**src/rtl/snake_body_engine_if.sv**
```systemverilog
// Control, fruit, query and status bundle between the game side and the snake body engine.
// The engine connects through the slave modport; the game/tick/renderer side through master.
interface snake_body_engine_if #(
  parameter int COORD_BIT = 7,
  parameter int LEN_BIT   = 7
);
  logic                 start;
  logic                 game_tik;
  logic                 right_P;
  logic                 left_P;
  logic [COORD_BIT-1:0] fruit_x;
  logic [COORD_BIT-1:0] fruit_y;
  logic [COORD_BIT-1:0] query_x;
  logic [COORD_BIT-1:0] query_y;
  logic                 query_hit;
  logic                 query_head;
  logic                 query_tail;
  logic [COORD_BIT-1:0] snake_head_x;
  logic [COORD_BIT-1:0] snake_head_y;
  logic [1:0]           direction;
  logic [LEN_BIT-1:0]   snake_length;
  logic [LEN_BIT-1:0]   score;
  logic                 fruit_eaten;
  logic                 collision_detected;
  logic                 busy;

  modport master (
    output start, game_tik, right_P, left_P, fruit_x, fruit_y, query_x, query_y,
    input  query_hit, query_head, query_tail, snake_head_x, snake_head_y, direction,
           snake_length, score, fruit_eaten, collision_detected, busy
  );

  modport slave (
    input  start, game_tik, right_P, left_P, fruit_x, fruit_y, query_x, query_y,
    output query_hit, query_head, query_tail, snake_head_x, snake_head_y, direction,
           snake_length, score, fruit_eaten, collision_detected, busy
  );
endinterface

```
**src/rtl/snake_body_engine.sv**
```systemverilog
// Snake body: segment shift register, step/grow/collide FSM, registered 1-cycle occupancy queries.
// No backpressure: game_tik during the CHECK scan is dropped. SNAKE_WRAP_AROUND_EN wraps grid edges.
module snake_body_engine #(
  parameter int COORD_BIT  = 7,
  parameter int GRID_X_MAX = 79,
  parameter int GRID_Y_MAX = 59,
  parameter int MAX_LEN    = 16,
  parameter int LEN_BIT    = 7,
  parameter int START_X    = 40,
  parameter int START_Y    = 30,
  parameter int START_LEN  = 3
) (
  input logic              clock_25,
  input logic              reset,
  snake_body_engine_if.slave bus
);
  localparam int IDX_W = $clog2(MAX_LEN);

  typedef logic [COORD_BIT-1:0] coord_t;
  typedef logic [LEN_BIT-1:0]   len_t;
  typedef enum logic [1:0] {ST_IDLE, ST_RUN, ST_CHECK, ST_DEAD} state_t;

  localparam coord_t X_MAX = coord_t'(GRID_X_MAX);
  localparam coord_t Y_MAX = coord_t'(GRID_Y_MAX);

  function automatic coord_t init_x(int i);
    return (i < START_LEN) ? coord_t'(START_X - i) : '0;
  endfunction

  function automatic coord_t init_y(int i);
    return (i < START_LEN) ? coord_t'(START_Y) : '0;
  endfunction

  state_t             state_q, state_d;
  coord_t             seg_x_q [MAX_LEN];
  coord_t             seg_x_d [MAX_LEN];
  coord_t             seg_y_q [MAX_LEN];
  coord_t             seg_y_d [MAX_LEN];
  logic [1:0]         dir_q, dir_d;
  len_t               len_q, len_d;
  len_t               score_q, score_d;
  logic               turn_vld_q, turn_vld_d;
  logic               turn_cw_q, turn_cw_d;
  logic [IDX_W-1:0]   chk_q, chk_d;
  logic               fruit_eaten_q, fruit_eaten_d;
  logic               qhit_q, qhit_d;
  logic               qhead_q, qhead_d;
  logic               qtail_q, qtail_d;

  logic               press_one;
  logic [1:0]         step_dir;
  coord_t             new_x, new_y;
  logic               wall;

  assign press_one = bus.right_P ^ bus.left_P;

  // Candidate head for a step; a turn pressed in the tick cycle itself still counts if none is latched.
  always_comb begin
    step_dir = dir_q;
    if (turn_vld_q)
      step_dir = turn_cw_q ? dir_q + 2'd1 : dir_q - 2'd1;
    else if (press_one)
      step_dir = bus.right_P ? dir_q + 2'd1 : dir_q - 2'd1;
    new_x = seg_x_q[0];
    new_y = seg_y_q[0];
    wall  = 1'b0;
    case (step_dir)
      2'd0: begin
        if (seg_x_q[0] >= X_MAX) begin
`ifdef SNAKE_WRAP_AROUND_EN
          new_x = '0;
`else
          wall = 1'b1;
`endif
        end else new_x = seg_x_q[0] + coord_t'(1);
      end
      2'd1: begin
        if (seg_y_q[0] >= Y_MAX) begin
`ifdef SNAKE_WRAP_AROUND_EN
          new_y = '0;
`else
          wall = 1'b1;
`endif
        end else new_y = seg_y_q[0] + coord_t'(1);
      end
      2'd2: begin
        if (seg_x_q[0] == '0) begin
`ifdef SNAKE_WRAP_AROUND_EN
          new_x = X_MAX;
`else
          wall = 1'b1;
`endif
        end else new_x = seg_x_q[0] - coord_t'(1);
      end
      default: begin
        if (seg_y_q[0] == '0) begin
`ifdef SNAKE_WRAP_AROUND_EN
          new_y = Y_MAX;
`else
          wall = 1'b1;
`endif
        end else new_y = seg_y_q[0] - coord_t'(1);
      end
    endcase
  end

  always_comb begin
    state_d       = state_q;
    seg_x_d       = seg_x_q;
    seg_y_d       = seg_y_q;
    dir_d         = dir_q;
    len_d         = len_q;
    score_d       = score_q;
    turn_vld_d    = turn_vld_q;
    turn_cw_d     = turn_cw_q;
    chk_d         = chk_q;
    fruit_eaten_d = 1'b0;
    qhit_d        = 1'b0;
    qhead_d       = 1'b0;
    qtail_d       = 1'b0;

    for (int i = 0; i < MAX_LEN; i++) begin
      if (seg_x_q[i] == bus.query_x && seg_y_q[i] == bus.query_y) begin
        if (len_t'(i) < len_q) qhit_d = 1'b1;
        if (i == 0) qhead_d = 1'b1;
        if (len_t'(i) == len_q - len_t'(1)) qtail_d = 1'b1;
      end
    end

    if (bus.start) begin
      for (int i = 0; i < MAX_LEN; i++) begin
        seg_x_d[i] = init_x(i);
        seg_y_d[i] = init_y(i);
      end
      dir_d      = 2'd0;
      len_d      = len_t'(START_LEN);
      score_d    = '0;
      turn_vld_d = 1'b0;
      turn_cw_d  = 1'b0;
      chk_d      = IDX_W'(1);
      state_d    = ST_RUN;
    end else begin
      case (state_q)
        ST_RUN: begin
          if (bus.game_tik) begin
            dir_d      = step_dir;
            turn_vld_d = 1'b0;
            if (wall) begin
              state_d = ST_DEAD;
            end else begin
              // Shifting every entry keeps the old tail one slot further down, ready for growth.
              for (int i = 1; i < MAX_LEN; i++) begin
                seg_x_d[i] = seg_x_q[i-1];
                seg_y_d[i] = seg_y_q[i-1];
              end
              seg_x_d[0] = new_x;
              seg_y_d[0] = new_y;
              if (new_x == bus.fruit_x && new_y == bus.fruit_y) begin
                len_d         = (len_q >= len_t'(MAX_LEN)) ? len_q : len_q + len_t'(1);
                score_d       = (&score_q) ? score_q : score_q + len_t'(1);
                fruit_eaten_d = 1'b1;
              end
              chk_d   = IDX_W'(1);
              state_d = ST_CHECK;
            end
          end else if (!turn_vld_q && press_one) begin
            turn_vld_d = 1'b1;
            turn_cw_d  = bus.right_P;
          end
        end
        ST_CHECK: begin
          if (seg_x_q[chk_q] == seg_x_q[0] && seg_y_q[chk_q] == seg_y_q[0])
            state_d = ST_DEAD;
          else if (chk_q == IDX_W'(len_q - len_t'(1)))
            state_d = ST_RUN;
          else
            chk_d = chk_q + IDX_W'(1);
        end
        default: ;
      endcase
    end
  end

  always_ff @(posedge clock_25 or negedge reset) begin
    if (!reset) begin
      state_q <= ST_IDLE;
      for (int i = 0; i < MAX_LEN; i++) begin
        seg_x_q[i] <= init_x(i);
        seg_y_q[i] <= init_y(i);
      end
      dir_q         <= 2'd0;
      len_q         <= len_t'(START_LEN);
      score_q       <= '0;
      turn_vld_q    <= 1'b0;
      turn_cw_q     <= 1'b0;
      chk_q         <= IDX_W'(1);
      fruit_eaten_q <= 1'b0;
      qhit_q        <= 1'b0;
      qhead_q       <= 1'b0;
      qtail_q       <= 1'b0;
    end else begin
      state_q       <= state_d;
      seg_x_q       <= seg_x_d;
      seg_y_q       <= seg_y_d;
      dir_q         <= dir_d;
      len_q         <= len_d;
      score_q       <= score_d;
      turn_vld_q    <= turn_vld_d;
      turn_cw_q     <= turn_cw_d;
      chk_q         <= chk_d;
      fruit_eaten_q <= fruit_eaten_d;
      qhit_q        <= qhit_d;
      qhead_q       <= qhead_d;
      qtail_q       <= qtail_d;
    end
  end

  assign bus.query_hit          = qhit_q;
  assign bus.query_head         = qhead_q;
  assign bus.query_tail         = qtail_q;
  assign bus.snake_head_x       = seg_x_q[0];
  assign bus.snake_head_y       = seg_y_q[0];
  assign bus.direction          = dir_q;
  assign bus.snake_length       = len_q;
  assign bus.score              = score_q;
  assign bus.fruit_eaten        = fruit_eaten_q;
  assign bus.collision_detected = (state_q == ST_DEAD);
  assign bus.busy               = (state_q == ST_CHECK);
endmodule

```
**src/flat_wrapper.sv**
```systemverilog
// flat-port wrapper written by rule: the top's interface ports become plain ports
module snake_body_engine_flat 
#(
  parameter int COORD_BIT  = 7,
  parameter int GRID_X_MAX = 79,
  parameter int GRID_Y_MAX = 59,
  parameter int MAX_LEN    = 16,
  parameter int LEN_BIT    = 7,
  parameter int START_X    = 40,
  parameter int START_Y    = 30,
  parameter int START_LEN  = 3
)
  (clock_25, reset, bus_start, bus_game_tik, bus_right_P, bus_left_P, bus_fruit_x, bus_fruit_y, bus_query_x, bus_query_y, bus_query_hit, bus_query_head, bus_query_tail, bus_snake_head_x, bus_snake_head_y, bus_direction, bus_snake_length, bus_score, bus_fruit_eaten, bus_collision_detected, bus_busy);
  snake_body_engine_if #(.COORD_BIT(COORD_BIT), .LEN_BIT(LEN_BIT)) bus_i ();
  input logic clock_25;
  input logic reset;
  input wire logic [$bits(bus_i.start)-1:0] bus_start;
  input wire logic [$bits(bus_i.game_tik)-1:0] bus_game_tik;
  input wire logic [$bits(bus_i.right_P)-1:0] bus_right_P;
  input wire logic [$bits(bus_i.left_P)-1:0] bus_left_P;
  input wire logic [$bits(bus_i.fruit_x)-1:0] bus_fruit_x;
  input wire logic [$bits(bus_i.fruit_y)-1:0] bus_fruit_y;
  input wire logic [$bits(bus_i.query_x)-1:0] bus_query_x;
  input wire logic [$bits(bus_i.query_y)-1:0] bus_query_y;
  output wire logic [$bits(bus_i.query_hit)-1:0] bus_query_hit;
  output wire logic [$bits(bus_i.query_head)-1:0] bus_query_head;
  output wire logic [$bits(bus_i.query_tail)-1:0] bus_query_tail;
  output wire logic [$bits(bus_i.snake_head_x)-1:0] bus_snake_head_x;
  output wire logic [$bits(bus_i.snake_head_y)-1:0] bus_snake_head_y;
  output wire logic [$bits(bus_i.direction)-1:0] bus_direction;
  output wire logic [$bits(bus_i.snake_length)-1:0] bus_snake_length;
  output wire logic [$bits(bus_i.score)-1:0] bus_score;
  output wire logic [$bits(bus_i.fruit_eaten)-1:0] bus_fruit_eaten;
  output wire logic [$bits(bus_i.collision_detected)-1:0] bus_collision_detected;
  output wire logic [$bits(bus_i.busy)-1:0] bus_busy;
  assign bus_i.start = bus_start;
  assign bus_i.game_tik = bus_game_tik;
  assign bus_i.right_P = bus_right_P;
  assign bus_i.left_P = bus_left_P;
  assign bus_i.fruit_x = bus_fruit_x;
  assign bus_i.fruit_y = bus_fruit_y;
  assign bus_i.query_x = bus_query_x;
  assign bus_i.query_y = bus_query_y;
  assign bus_query_hit = bus_i.query_hit;
  assign bus_query_head = bus_i.query_head;
  assign bus_query_tail = bus_i.query_tail;
  assign bus_snake_head_x = bus_i.snake_head_x;
  assign bus_snake_head_y = bus_i.snake_head_y;
  assign bus_direction = bus_i.direction;
  assign bus_snake_length = bus_i.snake_length;
  assign bus_score = bus_i.score;
  assign bus_fruit_eaten = bus_i.fruit_eaten;
  assign bus_collision_detected = bus_i.collision_detected;
  assign bus_busy = bus_i.busy;
  snake_body_engine #(.COORD_BIT(COORD_BIT), .GRID_X_MAX(GRID_X_MAX), .GRID_Y_MAX(GRID_Y_MAX), .MAX_LEN(MAX_LEN), .LEN_BIT(LEN_BIT), .START_X(START_X), .START_Y(START_Y), .START_LEN(START_LEN)) u_core (.clock_25(clock_25), .reset(reset), .bus(bus_i));
endmodule
```
**config.mk**
```make
export PLATFORM = sky130hd
export DESIGN_NAME = snake_body_engine_flat
export DESIGN_NICKNAME = d
export VERILOG_FILES = /design/src/rtl/snake_body_engine_if.sv /design/src/rtl/snake_body_engine.sv /design/src/flat_wrapper.sv
export SDC_FILE = /design/constraint.sdc
export NUM_CORES = 1
export LEC_CHECK = 0
export BUFFER_PORTS_ARGS = -buffer_cell sky130_fd_sc_hd__buf_2
export CORE_UTILIZATION = 45
export DETAILED_ROUTE_END_ITERATION = 10
export PLACE_DENSITY = 0.58
export SYNTH_ARGS = -nofsm -noshare
export SYNTH_HDL_FRONTEND = slang
export SYNTH_SLANG_ARGS = --single-unit
```
**constraint.sdc**
```tcl
create_clock -name clock_25 -period 7.4 [get_ports clock_25]
set_clock_uncertainty 0.2 [all_clocks]
set_input_delay 1.11 -clock clock_25 [delete_from_list [all_inputs] [get_ports clock_25]]
set_output_delay 1.11 -clock clock_25 [all_outputs]
set_load 0.03 [all_outputs]
```
==> metrics.md, run 1 <==
| Metric | Value |
|---|---|
| Worst-skew pair later-pin latency | 0.56 ns |
| Pwr Density | 219.0 nW/um2 |
| Max Freq | 0.1959 GHz |
| Final setup viols | 0 |
| Max cap viols | 0 |
| Crit path launch type | register |
| Highest net fanout along the worst path | 20 |
| Max-slew violations | 0 |
| Total gr overflow | 0 |
| Area growth, synth to finish | 8.356% |
| FF-to-FF Start | u_core.bus.direction[1] |
| Via/cell ratio | 5.972 |
| GRT Resource Usage Total | 0.2872 |
| Gate Count Post-Synth | 1906 |
| Post-synth EDFFs | 0 |
| Final WS setup | 2.295 ns |
| Final number of hold-violating endpoints | 0 |
| Detailed Place HPWL | 37270 um |
| H-tree depth | 1 |
| Register-to-register setup slack | 2.29 ns |
| CP required | 7.65 ns |
| Crit path kind | register to register |
| Worst-Margin Slew | 1.211 ns |
| GP Congestion | 0.9404 |
| Via count | 14180 |
| Worst EP arrival | 5.36 ns |
| Clock root cell | clkbuf_16 |
| Cell leakage power | 0.007395 uW |
| CTS max path bufs | 3 |
| Hold Crit Depth | 2 |
| WHS Endpoint | u_core.seg_x_q[93] |
| RSZ-0062 raised after global routing | no |
| Final Cycle Share | 0.6899 |
| Share of cells above drive strength 1 | 0.1353 |
| Number of top-level pins | 70 |
| DRT iter0 DRCs | 1376 |
| Vias in the first global route | 13690 |
| Die outline area | 38510 um2 |
| Die X | 196.3 um |
| Hold wc startpoint | u_core.seg_x_q[100] |
| Post-synth top area share | 0.3360 |
| CTS tree | built |
| Async set-or-reset flop fraction in the synthesized netlist | 1.000 |
| Initial core utilization | 0.4605 |
| # clock sinks | 252 |
| Status | finished clean |
| CTS clk-pin slew, worst paths | 0.07 ns |
| Synth cell types | 91 |
| Fin util | 0.4990 |
| Post-CTS sizing | 0 |
| R2R depth | 9 |
| Number of buffers created by CTS | 29 |
| Syn_nets | 1955 |
| Main synth FF type | dfrtp_1 |
| Total Wirelength | 54900 um |
| ANT nets after route | 0 |
| Relative slew slack | 0.1928 |
| Remaining DRCs | 0 |
| Worst IR drop on VDD | 0.1875 mV |
| Post-synth top area cell | dfrtp_1 |
| Mean Syn Cell Area | 8.909 um2 |
| Place WS | 1.926 ns |
| # hold bufs at CTS | 0 |
| Post-layout min period | 5.105 ns |
| Setup TNS | 0 ns |
| Largest net degree at the start of global routing | 162 |
| Reg2reg end | u_core.bus.score[4] |
| First-pass detailed-route iteration total | 5 |
| Top post-synthesis cells by area | dfrtp_1, nand2_1, mux4_2, xnor2_1, a21oi_1 |
| Crit path capture type | register |
| Core ar. | 36870 um2 |
| Ys Warns | 0 |
| First-pass GRT wire length | 85120 um |
| Die Height | 196.3 um |
| Ant diodes | 0 |
| Site Rows | 70 |
| Synthesized flop and latch total | 252 |
| Seq/Total Area, Yosys | 0.3731 |
| Hold crit path type | register to register |
| Net count, final | 1898 |
| Initial antenna violation count | 0 |
| Setup bufs post-CTS | 0 |
| Port-buffer cells | 69 |
| Post-Syn Area | 16980 um2 |
| Wire per inst | 23.13 um |
[metrics by stage]
step | instance area (um2) | power [uW] | hold slack, ns | std cells
3_3_place_gp | 17370 | 2484 | 0.2968 | 2322
2_1_floorplan | 16980 | 2205 | 0.2833 | 1906
6_report | 18400 | 4029 | 0.3166 | 2374
4_1_cts | 18400 | 4051 | 0.3140 | 2374
5_1_grt | 18400 | 4194 | 0.3320 | 2374
3_5_place_dp | 17370 | 2482 | 0.3046 | 2322
[area by class of cell]
cell class	count	area, um2
Inverter	21	78.83
Sequential cell	252	6341
Clock inverter	10	153.9
Multi-Input combinational cell	1462	9826
Tap cell	504	630.6
Timing Repair Buffer	83	494.2
Clock buffer	42	874.6
Fill cell	3516	18470
[synth_stat cells, types with 9 or more instances]
cell        n
buf_1      12
inv_1      19
o21ai_0    27
nand3_1    44
nor3_1     25
dfstp_2    24
clkbuf_1  103
nand2_1   454
nand4_1    36
xor2_1    122
or4_1      12
nor4_1     34
o21ai_1     9
mux2i_1     9
nor2b_1     9
buf_2      39
buf_4      16
and3_1     16
nor2_1     43
a31oi_1    11
mux4_2     69
ha_1       15
dfrtp_1   228
a21oi_1   232
xnor2_1   144
[per-layer routing]
layer	share of wire	global-route usage
met1	0.43	0.3925
met2	0.48	0.4659
met3	0.051	0.02837
met4	0.046	0.1230
met5	0	0
[report_power, final]
part	switching, uW	leakage [uW]	internal [uW]	total, uW
clock	609	0.000513	953	1560
sequential	111	0.00342	1440	1550
combinational	620	0.00346	300	921
[state kept, by name, indices dropped and copies added, names as in the netlist]
register / flops
u_core.chk_q: 4
u_core.bus.snake_length: 7
u_core.bus.snake_head_y: 7
u_core.seg_x_q: 105
u_core.turn_vld_q: 1
u_core.seg_y_q: 105
u_core.bus.score: 7
u_core.turn_cw_q: 1
u_core.bus.direction: 2
u_core.bus.fruit_eaten: 1
u_core.bus.snake_head_x: 7
u_core.state_q: 2
u_core.bus.query_head: 1
u_core.bus.query_hit: 1
u_core.bus.query_tail: 1
[cells by family (layout without fill, tap and decap cells)]
logic type	count (synthesis)	count (layout)	share of synthesized area
multiplexers	82	82	0.1001
flip-flops	252	252	0.3731
buffers and inverters	192	156	0.04930
adder cells (fa/ha/maj)	15	15	0.01105
XOR/XNOR	270	270	0.1410
AO/OA/AOI/OAI	366	366	0.1272
AND/OR/NAND/NOR	729	729	0.1981
[worst max-delay path by stage]
stage	start	end	slack, ns
6_report	u_core.bus.direction[1]	u_core.bus.score[4]	2.29
5_1_grt	u_core.bus.direction[1]	u_core.bus.score[3]	1.84
4_1_cts	u_core.bus.direction[1]	u_core.bus.snake_length[2]	2.27
3_5_place_dp	bus_right_P	u_core.bus.score[3]	1.93
3_3_place_gp	bus_right_P	u_core.bus.score[5]	2.05
2_1_floorplan	bus_left_P	u_core.bus.snake_length[2]	3.45
[critical path, stage by stage, from the launching register on]
cell and delay, ns:
dfrtp_1 0.81, xor2_1 0.24, a211o_1 0.40, a21oi_1 0.72
nor2_1 0.17, a2111oi_1 0.64, xnor2_1 0.21, nand4b_1 0.68
or4_1 0.74, a21oi_1 0.16
[cell usage in the layout (no fill, tap or decap), drive strengths merged, types with 15 or more instances in the layout]
| cell type | instances |
|---|---|
| dfrtp | 228 |
| nor2 | 43 |
| nand4 | 36 |
| clkbuf | 43 |
| inv | 21 |
| buf | 82 |
| nor3 | 25 |
| nand2 | 454 |
| nand3 | 45 |
| xor2 | 124 |
| o21ai | 36 |
| mux4 | 69 |
| and3 | 16 |
| nor4 | 35 |
| dfstp | 24 |
| a21oi | 232 |
| xnor2 | 146 |
| ha | 15 |
Note: power is estimated with default switching activity, not from simulation.
==> run 2, diff against run 1 <==
Clock period 7.4 ns to 5 ns, I/O delays scaled along.
==> run 2 against run 1 <==
The flow now finishes with violations (hold timing). Final area is 0.96% higher. Worst hold slack got worse by 0.35 ns. Non-clock buffer count is 14 higher. Via count is 0.11% lower. Critical path depth rose by 2. Sequential share of layout area is 0.33 points lower. Clock power up 48%. Flip-flop and latch count stayed put. Power grew 49%. Largest cell class unchanged. Largest power group unchanged. Highest routed layer unchanged.
==> metrics.md, run 2 (synthesized netlist as in run 1, its figures left out) <==
| Metric | Value |
|---|---|
| Status | finished, violations left |
| Failing checks | hold timing |
| Pwr Density | 322.8 nW/um2 |
| CP peak stage delay | 0.59 ns |
| Final number of hold-violating endpoints | 10 |
| Via/cell ratio | 5.923 |
| Area growth, synth to finish | 9.395% |
| ANT nets after route | 0 |
| Wire per inst | 23.07 um |
| Clock root cell | clkbuf_16 |
| Final Cycle Share | 0.8648 |
| Site Rows | 70 |
| # clock sinks | 252 |
| GRT Resource Usage Total | 0.2898 |
| GP Congestion | 0.9020 |
| Cell depth of the worst setup path | 11 |
| Max-slew violations | 0 |
| CP max-delay cell | or4_1 |
| Max Freq | 0.2313 GHz |
| Core ar. | 36870 um2 |
| H-tree depth | 1 |
| Initial core utilization | 0.4605 |
| Crit path capture type | register |
| Worst Path Buf+Inv | 1 |
| CTS clk-pin slew, worst paths | 0.06 ns |
| Most frequent CP cell | or4_1 |
| Largest net degree at the start of global routing | 129 |
| Initial antenna violation count | 0 |
| Port-buffer cells | 69 |
| Max cap viols | 0 |
| Worst path cell trace | clkinv_1 -> ha_1 -> or3b_2 -> or4_1 -> nand2_1 -> xor2_1 -> o31ai_1 -> and4b_1 -> nand4_1 -> or4_1 -> a21oi_1 |
| RSZ-0062 raised after global routing | no |
| Post-CTS sizing | 0 |
| Crit path launch type | register |
| Remaining DRCs | 0 |
| Worst-Margin Slew | 1.034 ns |
| DRT iter0 DRCs | 1391 |
| Setup TNS | 0 ns |
| R2R depth | 11 |
| Highest net fanout along the worst path | 12 |
| CTS tree | built |
| Largest regs | u_core.seg_x_q x105, u_core.seg_y_q x105 |
| # hold bufs at CTS | 0 |
| CP top delay family | simple AND/OR/NAND/NOR gates |
| Vias in the first global route | 13830 |
| CP required | 5.31 ns |
| Total Wirelength | 55160 um |
| Final setup viols | 0 |
| Setup bufs post-CTS | 0 |
| Fin util | 0.5038 |
| Share of cells above drive strength 1 | 0.1410 |
| Hold crit path type | input pin to async pin |
| Die X | 196.3 um |
| Commonest non-fill, non-tap cells in the layout | nand2_1, a21oi_1, dfrtp_1 |
| Cell leakage power | 0.007476 uW |
| Via count | 14160 |
| Crit path kind | register to register |
| Die Height | 196.3 um |
| Most common cell after layout, fill and taps aside | nand2_1 |
| Final hold slack | -0.03112 ns |
| Total gr overflow | 0 |
| CTS max path bufs | 3 |
| Number of top-level pins | 70 |
| First-pass detailed-route iteration total | 6 |
| Ant diodes | 0 |
| Number of buffers created by CTS | 30 |
| Relative slew slack | 0.3106 |
| Post-layout min period | 4.324 ns |
| Worst EP arrival | 4.63 ns |
| Die outline area | 38510 um2 |
| Worst IR drop on VDD | 0.3053 mV |
| First-pass GRT wire length | 85610 um |
| Net count, final | 1913 |
| Detailed Place HPWL | 38070 um |
| Worst-skew pair later-pin latency | 0.60 ns |
-- run 2: cell count changes in the layout (fill, tap and decap cells not counted), moves of 2 or more --
cell	before	now
buf_4	12	21
buf_12	2	7
clkbuf_1	3	7
clkbuf_8	11	8
clkinvlp_4	0	2
-- run 2: layer usage --
metal	track usage	vias to the layer above	wire length, um
met2	0.4836	495	26840
met5	0	-	0
met3	0.03559	102	2893
li1	-	6525	-
met1	0.3883	7040	23270
met4	0.1030	0	2157
-- run 2: layout make-up --
cell class	instances	area, um2
Tap cell	504	630.6
Multi-Input combinational cell	1462	9826
Timing Repair Buffer	97	661.9
Inverter	21	78.83
Clock inverter	11	163.9
Sequential cell	252	6341
Clock buffer	44	873.3
Fill cell	3480	18300
-- run 2: final timing paths --
path | slack, ns | start | to
worst min-delay path | -0.03 | reset | u_core.seg_x_q[81]
worst max-delay path | 0.68 | u_core.bus.snake_head_x[0] | u_core.bus.score[5]
worst min register to register | 0.31 | u_core.seg_y_q[100] | u_core.seg_y_q[93]
min in group clock_25 | 0.31 | u_core.seg_y_q[100] | u_core.seg_y_q[93]
worst max register to register | 0.68 | u_core.bus.snake_head_x[0] | u_core.bus.score[5]
max in group asynchronous | 3.46 | reset | u_core.seg_y_q[44]
-- run 2: stage by stage --
stage / cell area (um2) / total power (uW) / std cells / hold WS (ns) / setup WS (ns)
floorplan: 16980 / 3263 / 1906 / 0.2544 / 1.411
global placement: 17540 / 3709 / 2336 / 0.3010 / 0.6667
detailed placement: 17540 / 3711 / 2336 / 0.3136 / 0.6850
CTS: 18580 / 6027 / 2391 / 0.02846 / 0.7050
global route: 18580 / 6231 / 2391 / 0.05693 / 0.4317
finish: 18580 / 5996 / 2391 / -0.03112 / 0.6758
-- run 2: report_power, final --
part,internal [uW],total (uW),switching [uW],leakage (uW)
Sequential,2120,2260,139,0.00342
Combinational,472,1430,954,0.00355
Clock,1370,2310,941,0.000502
